==> src/rtl/vga_pkg.sv <==
// Shared constants and types for the VGA box renderer.
// Holds active-area defaults, colour constants and the mover state type.
package vga_pkg;

  localparam int H_ACT_D = 640;
  localparam int V_ACT_D = 480;

  localparam logic [23:0] BOX_RGB_D = 24'hFF0000;
  localparam logic [23:0] BG_RGB_D  = 24'h000040;
  localparam logic [23:0] GRID_RGB  = 24'h404040;

  typedef enum logic [1:0] {
    IDLE,
    UPD_X,
    UPD_Y
  } mv_state_t;

endpackage

==> src/rtl/vga_box_mover.sv <==
// Box mover: detects the vs_in falling edge once per frame and steps the
// box position, bouncing off the active-area walls.
// Ports: clk25M, rst (sync, active-low), en, vs_in -> box_x[9:0], box_y[8:0].
module vga_box_mover
  import vga_pkg::*;
#(
  parameter int H_ACT = H_ACT_D,
  parameter int V_ACT = V_ACT_D,
  parameter int SIZE  = 32,
  parameter int STEP  = 4
) (
  input  logic       clk25M,
  input  logic       rst,
  input  logic       en,
  input  logic       vs_in,
  output logic [9:0] box_x,
  output logic [8:0] box_y
);

  logic      vs_d;
  logic      tick;
  logic      dir_x;
  logic      dir_y;
  mv_state_t state;
  mv_state_t state_nx;

  // 11-bit sums so the STEP addition never wraps.
  logic [10:0] x_add;
  logic [10:0] y_add;
  logic [10:0] x_lim;
  logic [10:0] y_lim;

  assign tick  = vs_d & ~vs_in;
  assign x_add = {1'b0, box_x} + 11'(STEP);
  assign y_add = {2'b0, box_y} + 11'(STEP);
  assign x_lim = 11'(H_ACT - SIZE);
  assign y_lim = 11'(V_ACT - SIZE);

  always_ff @(posedge clk25M) begin
    if (!rst) state <= IDLE;
    else      state <= state_nx;
  end

  always_comb begin
    state_nx = state;
    unique case (state)
      IDLE:    if (tick && en) state_nx = UPD_X;
      UPD_X:   state_nx = UPD_Y;
      UPD_Y:   state_nx = IDLE;
      default: state_nx = IDLE;
    endcase
  end

  always_ff @(posedge clk25M) begin
    if (!rst) begin
      vs_d  <= 1'b1;
      box_x <= '0;
      box_y <= '0;
      dir_x <= 1'b1;
      dir_y <= 1'b1;
    end else begin
      vs_d <= vs_in;
      if (state == UPD_X) begin
        if (dir_x) begin
          if (x_add >= x_lim) begin
            box_x <= x_lim[9:0];
            dir_x <= 1'b0;
          end else begin
            box_x <= x_add[9:0];
          end
        end else if ({1'b0, box_x} <= 11'(STEP)) begin
          box_x <= '0;
          dir_x <= 1'b1;
        end else begin
          box_x <= box_x - 10'(STEP);
        end
      end
      if (state == UPD_Y) begin
        if (dir_y) begin
          if (y_add >= y_lim) begin
            box_y <= y_lim[8:0];
            dir_y <= 1'b0;
          end else begin
            box_y <= y_add[8:0];
          end
        end else if ({2'b0, box_y} <= 11'(STEP)) begin
          box_y <= '0;
          dir_y <= 1'b1;
        end else begin
          box_y <= box_y - 9'(STEP);
        end
      end
    end
  end

endmodule

==> src/rtl/vga_box_renderer.sv <==
// Pixel colour stage: 2-cycle pipeline drawing a bouncing box, with
// sync/blank delayed to match. Optional grid background: VGA_GRID_EN.
// Ports: clk25M, rst, en, X, Y, blank_n_in, hs_in, vs_in ->
//        VGA_R/G/B, VGA_HS_O, VGA_VS_O, VGA_BLANK_N_O.
module vga_box_renderer
  import vga_pkg::*;
#(
  parameter int          H_ACT   = H_ACT_D,
  parameter int          V_ACT   = V_ACT_D,
  parameter int          SIZE    = 32,
  parameter int          STEP    = 4,
  parameter logic [23:0] BOX_RGB = BOX_RGB_D,
  parameter logic [23:0] BG_RGB  = BG_RGB_D
) (
  input  logic        clk25M,
  input  logic        rst,
  input  logic        en,
  input  logic [12:0] X,
  input  logic [12:0] Y,
  input  logic        blank_n_in,
  input  logic        hs_in,
  input  logic        vs_in,
  output logic [7:0]  VGA_R,
  output logic [7:0]  VGA_G,
  output logic [7:0]  VGA_B,
  output logic        VGA_HS_O,
  output logic        VGA_VS_O,
  output logic        VGA_BLANK_N_O
);

  logic [9:0]  box_x;
  logic [8:0]  box_y;
  logic [12:0] bx;
  logic [12:0] by;
  logic        inside_c;
  logic        in1;
  logic        bl1;
  logic        hs1;
  logic        vs1;
  logic [23:0] bg_c;
  logic [23:0] rgb_c;

  vga_box_mover #(
    .H_ACT (H_ACT),
    .V_ACT (V_ACT),
    .SIZE  (SIZE),
    .STEP  (STEP)
  ) u_mover (
    .clk25M (clk25M),
    .rst    (rst),
    .en     (en),
    .vs_in  (vs_in),
    .box_x  (box_x),
    .box_y  (box_y)
  );

  assign bx = {3'b0, box_x};
  assign by = {4'b0, box_y};

  assign inside_c = (X >= bx) && (X < bx + 13'(SIZE)) &&
                    (Y >= by) && (Y < by + 13'(SIZE));

`ifdef VGA_GRID_EN
  logic grid_c;
  logic grid1;

  assign grid_c = (X[4:0] == 5'd0) || (Y[4:0] == 5'd0);
  assign bg_c   = grid1 ? GRID_RGB : BG_RGB;
`else
  assign bg_c = BG_RGB;
`endif

  always_ff @(posedge clk25M) begin
    if (!rst) begin
      in1 <= 1'b0;
      bl1 <= 1'b0;
      hs1 <= 1'b1;
      vs1 <= 1'b1;
    end else begin
      in1 <= inside_c;
      bl1 <= blank_n_in;
      hs1 <= hs_in;
      vs1 <= vs_in;
    end
  end

`ifdef VGA_GRID_EN
  always_ff @(posedge clk25M) begin
    if (!rst) grid1 <= 1'b0;
    else      grid1 <= grid_c;
  end
`endif

  always_comb begin
    rgb_c = '0;
    if (!bl1)     rgb_c = '0;
    else if (in1) rgb_c = BOX_RGB;
    else          rgb_c = bg_c;
  end

  always_ff @(posedge clk25M) begin
    if (!rst) begin
      VGA_R         <= '0;
      VGA_G         <= '0;
      VGA_B         <= '0;
      VGA_HS_O      <= 1'b1;
      VGA_VS_O      <= 1'b1;
      VGA_BLANK_N_O <= 1'b0;
    end else begin
      VGA_R         <= rgb_c[23:16];
      VGA_G         <= rgb_c[15:8];
      VGA_B         <= rgb_c[7:0];
      VGA_HS_O      <= hs1;
      VGA_VS_O      <= vs1;
      VGA_BLANK_N_O <= bl1;
    end
  end

endmodule

==> config.mk <==
export PLATFORM = sky130hd
export DESIGN_NAME = vga_box_renderer
export DESIGN_NICKNAME = d
export VERILOG_FILES = /design/src/rtl/vga_pkg.sv /design/src/rtl/vga_box_mover.sv /design/src/rtl/vga_box_renderer.sv
export SDC_FILE = /design/constraint.sdc
export NUM_CORES = 1
export LEC_CHECK = 0
export BUFFER_PORTS_ARGS = -buffer_cell sky130_fd_sc_hd__buf_2
export CELL_PAD_IN_SITES_DETAIL_PLACEMENT = 0
export CELL_PAD_IN_SITES_GLOBAL_PLACEMENT = 1
export CORE_ASPECT_RATIO = 0.7
export CORE_UTILIZATION = 37
export CTS_BUF_LIST = sky130_fd_sc_hd__clkbuf_16
export DETAILED_ROUTE_END_ITERATION = 8
export PLACE_DENSITY_LB_ADDON = 0.1
export SYNTH_ARGS = -nofsm -noshare
export SYNTH_HDL_FRONTEND = slang
export SYNTH_HIERARCHICAL = 1
export SYNTH_SLANG_ARGS = --single-unit
export TNS_END_PERCENT = 5
==> constraint.sdc <==
create_clock -name clk25M -period 2 [get_ports clk25M]
set_clock_uncertainty 0.1 [all_clocks]
set_input_delay 0 -clock clk25M [delete_from_list [all_inputs] [get_ports clk25M]]
set_output_delay 0 -clock clk25M [all_outputs]
set_load 0.01 [all_outputs]
==> results of run 1 <==
## final cells by class
cell class	count	area (um^2)	share of cell area
well taps	98	123	0.0320
flip-flops and latches	29	592	0.154
inverters	31	116	0.0304
clock buffers	6	150	0.0392
clock inverters	2	7.51	0.00196
multi-input cells	285	2110	0.550
repair buffers	107	734	0.192
## final timing paths
path | start | slack [ns] | endpoint | cells past startpoint
hold reg to reg | vs1 | 0.30 | VGA_VS_O | 1
setup / recovery | u_mover/box_x[5] | -0.09 | u_mover/box_x[3] | 7
hold / removal | X[12] | 0.04 | in1 | 4
setup reg to reg | u_mover/box_x[5] | -0.09 | u_mover/box_x[3] | 7
## power by group through the flow
stage               clock network, mW  logic [mW]  registers [mW]
floorplan                           0       0.292           0.628
global placement                    0       0.426           0.632
detailed placement                  0       0.428           0.631
CTS                             0.814       0.450           0.620
global route                    0.844       0.520           0.624
finish                          0.798       0.465           0.620
## layout by cell type, fill, tap and decap left out, types with 6 or more instances in the layout
cell and n:
xnor2_1 8, nor2b_1 9, nand2_1 20, a31oi_1 7, buf_4 54, buf_2 43, nand2b_1 11, a21oi_1 19
conb_1 19, nor2_1 17, nand3_1 17, clkbuf_16 6, nand4_1 6, dfxtp_1 24, inv_1 27, nor3_1 7
dlygate4sd3_1 6, ha_1 35, o21ai_0 14
## through the flow
stage / instance area, um^2 / power, mW / setup slack (ns)
after global placement: 3530 / 1.06 / -0.0767
after CTS: 3790 / 1.88 / -0.0870
final: 3830 / 1.88 / -0.0928
after floorplan: 3070 / 0.921 / -0.0110
after global routing: 3830 / 1.99 / -0.180
after detailed placement: 3530 / 1.06 / -0.126
## timing repair
action                                  CTS  global route
pin swaps                                 6            10
hold buffers                              6             0
resized for setup                         9            13
endpoints found under the setup margin    7            13
setup buffers                             2             1
hold endpoints to repair                  6             0
## metal layers
metal  vias up  global-route usage  wire length (um)
li1       1497                   -                 -
met1      1319               0.309              4360
met2        77               0.280              3140
met3         4              0.0425               324
met4         0              0.0473                48
met5         -                   0                 0
## worst max-delay path, cell delays in order (launching register included)
cell     delay [ns]
dfxtp_4        0.37
buf_6          0.12
or4_4          0.56
o31a_1         0.33
buf_4          0.16
nor2b_1        0.12
a31oi_1        0.13
a21oi_1        0.09
## synth_stat cells, types with 4 or more instances
master | count | share of area
nor4_1 | 4 | 0.0085
a31oi_1 | 7 | 0.015
clkbuf_1 | 15 | 0.019
a41oi_1 | 4 | 0.012
xnor2_1 | 8 | 0.024
nand3_1 | 17 | 0.029
buf_4 | 26 | 0.066
inv_1 | 31 | 0.039
dfxtp_1 | 29 | 0.20
ha_1 | 38 | 0.16
nor2_1 | 17 | 0.022
o21ai_0 | 18 | 0.030
nand2b_1 | 11 | 0.023
nand4_1 | 6 | 0.013
nor2b_1 | 9 | 0.019
a32o_1 | 4 | 0.014
a21oi_1 | 21 | 0.036
and3_1 | 5 | 0.011
nand2_1 | 20 | 0.025
nor3_1 | 10 | 0.017
## logic make-up (layout without fill, tap and decap cells)
| logic type | count (synthesis) | count (layout) | synth area share |
|---|---|---|---|
| muxes | 1 | 1 | 0.00339 |
| buffers and inverters | 78 | 146 | 0.141 |
| adders and majority gates | 38 | 38 | 0.161 |
| xor gates and xnor gates | 11 | 11 | 0.0326 |
| other | 2 | 19 | 0.00254 |
| and+or+nand+nor | 124 | 124 | 0.245 |
| DFF | 29 | 29 | 0.196 |
| AOI/OAI and AO/OA | 92 | 92 | 0.218 |
==> impl_metrics.csv, run 1 <==
group,metric,value,unit
grt,grt_pass1_wl,13200,um
cells_and_area,drive_gt1_frac,0.307,
detailed_routing,via_per_inst,5.19,
clock_network,cts_max_level,2,
synth,async_flop_share,0,
detailed_routing,wl_per_cell,14.1,um
outcome,status,"finished with violations",
synth,avgSynthCellArea,7.88,um^2
clock_network,clk_latency,0.28,ns
cells_and_area,instances_no_fill,558,
timing,period_needed,2.09,ns
power_and_ir_drop,peakVddDrop,0.387,mV
cells_and_area,largest_reg_flops,8,
power_and_ir_drop,clockPowerShare,0.424,
timing,tightestPinTransition,0.576,ns
cells_and_area,fin_nets,529,
place,dpl.cell_count,541,
timing,drv_slew,0,
power_and_ir_drop,power.density,492,nW/um^2
synth,netlist_instances,375,
detailed_routing,finalWirelength,7870,um
timing,fin_ws,-0.0928,ns
grt,grt-ovfl-total,0,
worst_setup_path,crit_path_max_fanout,6,
clock_network,cts_made_buffers,5,
clock_network,cts_max_path_buffers,2,
detailed_routing,num_vias,2897,
die,ios,59,
timing,slew_headroom,0.615,
place,hpwl,6200,um
place,io_buffers,43,
synth,synth_ff_type,"dfxtp_1",
detailed_routing,drt-pass1-iter-count,4,
detailed_routing,drc_errors,0,
worst_setup_path,path_class,"reg -> reg",
synth,yosysUniqueCellTypes,69,
die,start_util,0.393,
grt,grt_pass1_vias,2724,
clock_network,cts_tree,"done",
worst_setup_path,cp_data_required_time,2.06,ns
grt,antenna_found_initial,0,
die,row_count,26,
detailed_routing,ant_nets,0,
timing,setup_tns,-0.370,ns
synth,yosysWarnings,6,
power_and_ir_drop,switching_share,0.281,
cells_and_area,post-route-util,0.510,
synth,synth-edff-count,0,
clock_network,cts-root-buf,"clkbuf_16",
clock_network,cts_sinks,29,
cells_and_area,syn2layout_area_growth,29.6,%
place,gp_congestion,0.832,
run,max_cap_viol_count,0,
synth,netlist_area,2960,um^2
power_and_ir_drop,leakage,1.69,nW
die,die_w,109,um
power_and_ir_drop,p_seq_frac,0.329,
power_and_ir_drop,p_comb_frac,0.247,
synth,yosysSeqAreaShare,0.196,
worst_hold_path,hold_path_class,"in -> reg",
worst_setup_path,crit_arrival,2.15,ns
timing,finalHoldViolations,0,
outcome,violations,"setup timing",
cells_and_area,fillers,726,
detailed_routing,drt-initial-drc-count,196,
worst_setup_path,critPathLaunchType,"flop",
cells_and_area,largest-register,"u_mover/box_x",
grt,grt_max_degree,18,
timing,finalCritPeriodShare,1.05,
timing,setup_viol,6,
power_and_ir_drop,p_sw,530,uW
power_and_ir_drop,p_int,1.35,mW
die,die_h,76.8,um
worst_setup_path,cp-end-kind,"flop",
synth,ys_seq_elements,29,
clock_network,clk_pin_slew_worst_paths,0.05,ns
timing,whs,0.0374,ns
timing,fmax,478,MHz
timing,rsz0062_at_grt,"true",
grt,grt_util_all_layers,0.202,
cells_and_area,top_regs,"u_mover/box_x x8, u_mover/box_y x7, u_mover/state x2",
cells_and_area,antenna_cells,0,
die,coreArea,7510,um^2
die,die_area,8360,um^2
No activity file was read; power rests on OpenSTA's default activity.
==> run 2: changes to the inputs <==
Settings changed: GPL_ROUTABILITY_DRIVEN set to 0, SKIP_LAST_GASP set to 1.
==> impl_metrics.csv, run 2 (synthesis gave the netlist of run 1 again) <==
group,metric,value,unit
outcome,status,"finished with violations",
outcome,violations,"setup timing",
worst_setup_path,cp-end-kind,"flop",
clock_network,clk_pin_slew_worst_paths,0.05,ns
timing,fmax,479,MHz
timing,rsz0062_at_grt,"true",
detailed_routing,drt-initial-drc-count,197,
worst_setup_path,critPathLaunchType,"flop",
clock_network,cts_max_level,2,
detailed_routing,wl_per_cell,14.0,um
worst_setup_path,critPathCapture,"in1",
grt,grt_pass1_vias,2700,
cells_and_area,antenna_cells,0,
cells_and_area,drive_gt1_frac,0.290,
timing,slew_headroom,0.608,
detailed_routing,finalWirelength,7810,um
die,row_count,26,
clock_network,clk_latency,0.27,ns
die,die_h,76.8,um
timing,finalCritPeriodShare,1.04,
timing,tightestPinTransition,0.587,ns
worst_setup_path,cp_data_required_time,2.11,ns
clock_network,cts_max_path_buffers,2,
worst_setup_path,startpoint,"u_mover/box_x[6]",
detailed_routing,drt-pass1-iter-count,6,
cells_and_area,multi_input_area,2080,um^2
power_and_ir_drop,power.density,493,nW/um^2
die,ios,59,
worst_setup_path,ff2ff_path_depth,8,
detailed_routing,num_vias,2942,
place,hpwl,6200,um
cells_and_area,most-common-layout-cells,"buf_4 (56), buf_2 (43), ha_1 (35)",
cells_and_area,fin_nets,528,
timing,fin_ws,-0.0872,ns
place,io_buffers,43,
timing,finalHoldViolations,0,
detailed_routing,via_per_inst,5.28,
power_and_ir_drop,peakVddDrop,0.354,mV
timing,setup_tns,-0.499,ns
worst_setup_path,crit_arrival,2.20,ns
die,start_util,0.393,
timing,drv_slew,0,
worst_hold_path,hold_start,"rst",
run,max_cap_viol_count,0,
clock_network,cts_sinks,29,
worst_setup_path,ff2ff_setup_slack,-0.09,ns
grt,grt_pass1_wl,13100,um
detailed_routing,drc_errors,0,
die,coreArea,7510,um^2
timing,setup_viol,9,
grt,grt_max_degree,18,
detailed_routing,ant_nets,0,
worst_setup_path,crit_path_max_fanout,3,
worst_setup_path,reg2reg_to,"in1",
cells_and_area,fillers,734,
grt,grt_util_all_layers,0.200,
cells_and_area,top_regs,"u_mover/box_x x8, u_mover/box_y x7, u_mover/state x2",
cells_and_area,largest-register,"u_mover/box_x",
power_and_ir_drop,leakage,1.68,nW
worst_setup_path,path_class,"reg -> reg",
grt,antenna_found_initial,0,
cells_and_area,syn2layout_area_growth,27.7,%
die,die_area,8360,um^2
clock_network,cts-root-buf,"clkbuf_16",
cells_and_area,seqCellArea,588,um^2
clock_network,cts_made_buffers,5,
cells_and_area,largest_reg_flops,8,
power_and_ir_drop,p_total,1.86,mW
worst_setup_path,r2r_start,"u_mover/box_x[6]",
worst_hold_path,hold_path_class,"in -> reg",
grt,grt-ovfl-total,0,
cells_and_area,final_common_cell,"buf_4",
timing,period_needed,2.09,ns
clock_network,cts_tree,"done",
die,die_w,109,um
## run 2: per-layer routing
metal	share of wire	track usage	up-vias
met4	0.0068	0.0446	0
met5	0	0	-
met1	0.54	0.310	1346
met2	0.39	0.274	95
met3	0.057	0.0425	4
li1	-	-	1497
## run 2: timing repair
action / 4_1_cts / 5_1_grt
setup endpoints to repair: 7 / 13
hold endpoints to repair: 6 / 0
buffers inserted: 2 / 0
gates resized for setup: 4 / 3
hold buffers: 6 / 0
gates cloned: 0 / 0
pin swaps: 6 / 2
## run 2: where the power goes
| part | internal [mW] | switching (mW) |
|---|---|---|
| registers | 0.598 | 0.0226 |
| clock network | 0.527 | 0.268 |
| logic | 0.215 | 0.231 |
## run 2: area by class of cell
class                           instances  share of cell area
Clock buffer                            6              0.0398
Clock inverter                          2             0.00199
Inverter                               31              0.0308
Multi-Input combinational cell        285               0.550
Sequential cell                        29               0.156
Tap cell                               98              0.0325
Timing Repair Buffer                  106               0.190
## run 2: worst min-delay path by stage
stage                                  end  depth (start not counted)
after floorplan                   VGA_HS_O                          1
after global placement                 hs1                          2
after detailed placement               hs1                          2
after CTS                 u_mover/box_y[8]                          3
after global routing      u_mover/box_y[6]                          3
final                     u_mover/box_y[8]                          3
## run 2: per-stage QoR
stage	instances	hold slack [ns]	cell area (um^2)	setup slack (ns)	utilization
detailed placement	541	0.101	3530	-0.126	0.470
CTS	557	0.0446	3770	-0.0942	0.501
global placement	541	0.0904	3530	-0.0767	0.470
global route	557	0.0641	3780	-0.190	0.502
floorplan	392	-0.0270	3070	-0.0110	-
finish	557	0.0409	3780	-0.0872	0.502
## run 2: critical path, stage by stage, from the launching register on
cell       delay, ns
dfxtp_4         0.38
inv_2           0.06
nor3_4          0.20
xnor2_1         0.11
ha_1            0.31
and4b_1         0.21
a221o_1         0.30
o2111ai_1       0.16
and4_1          0.21
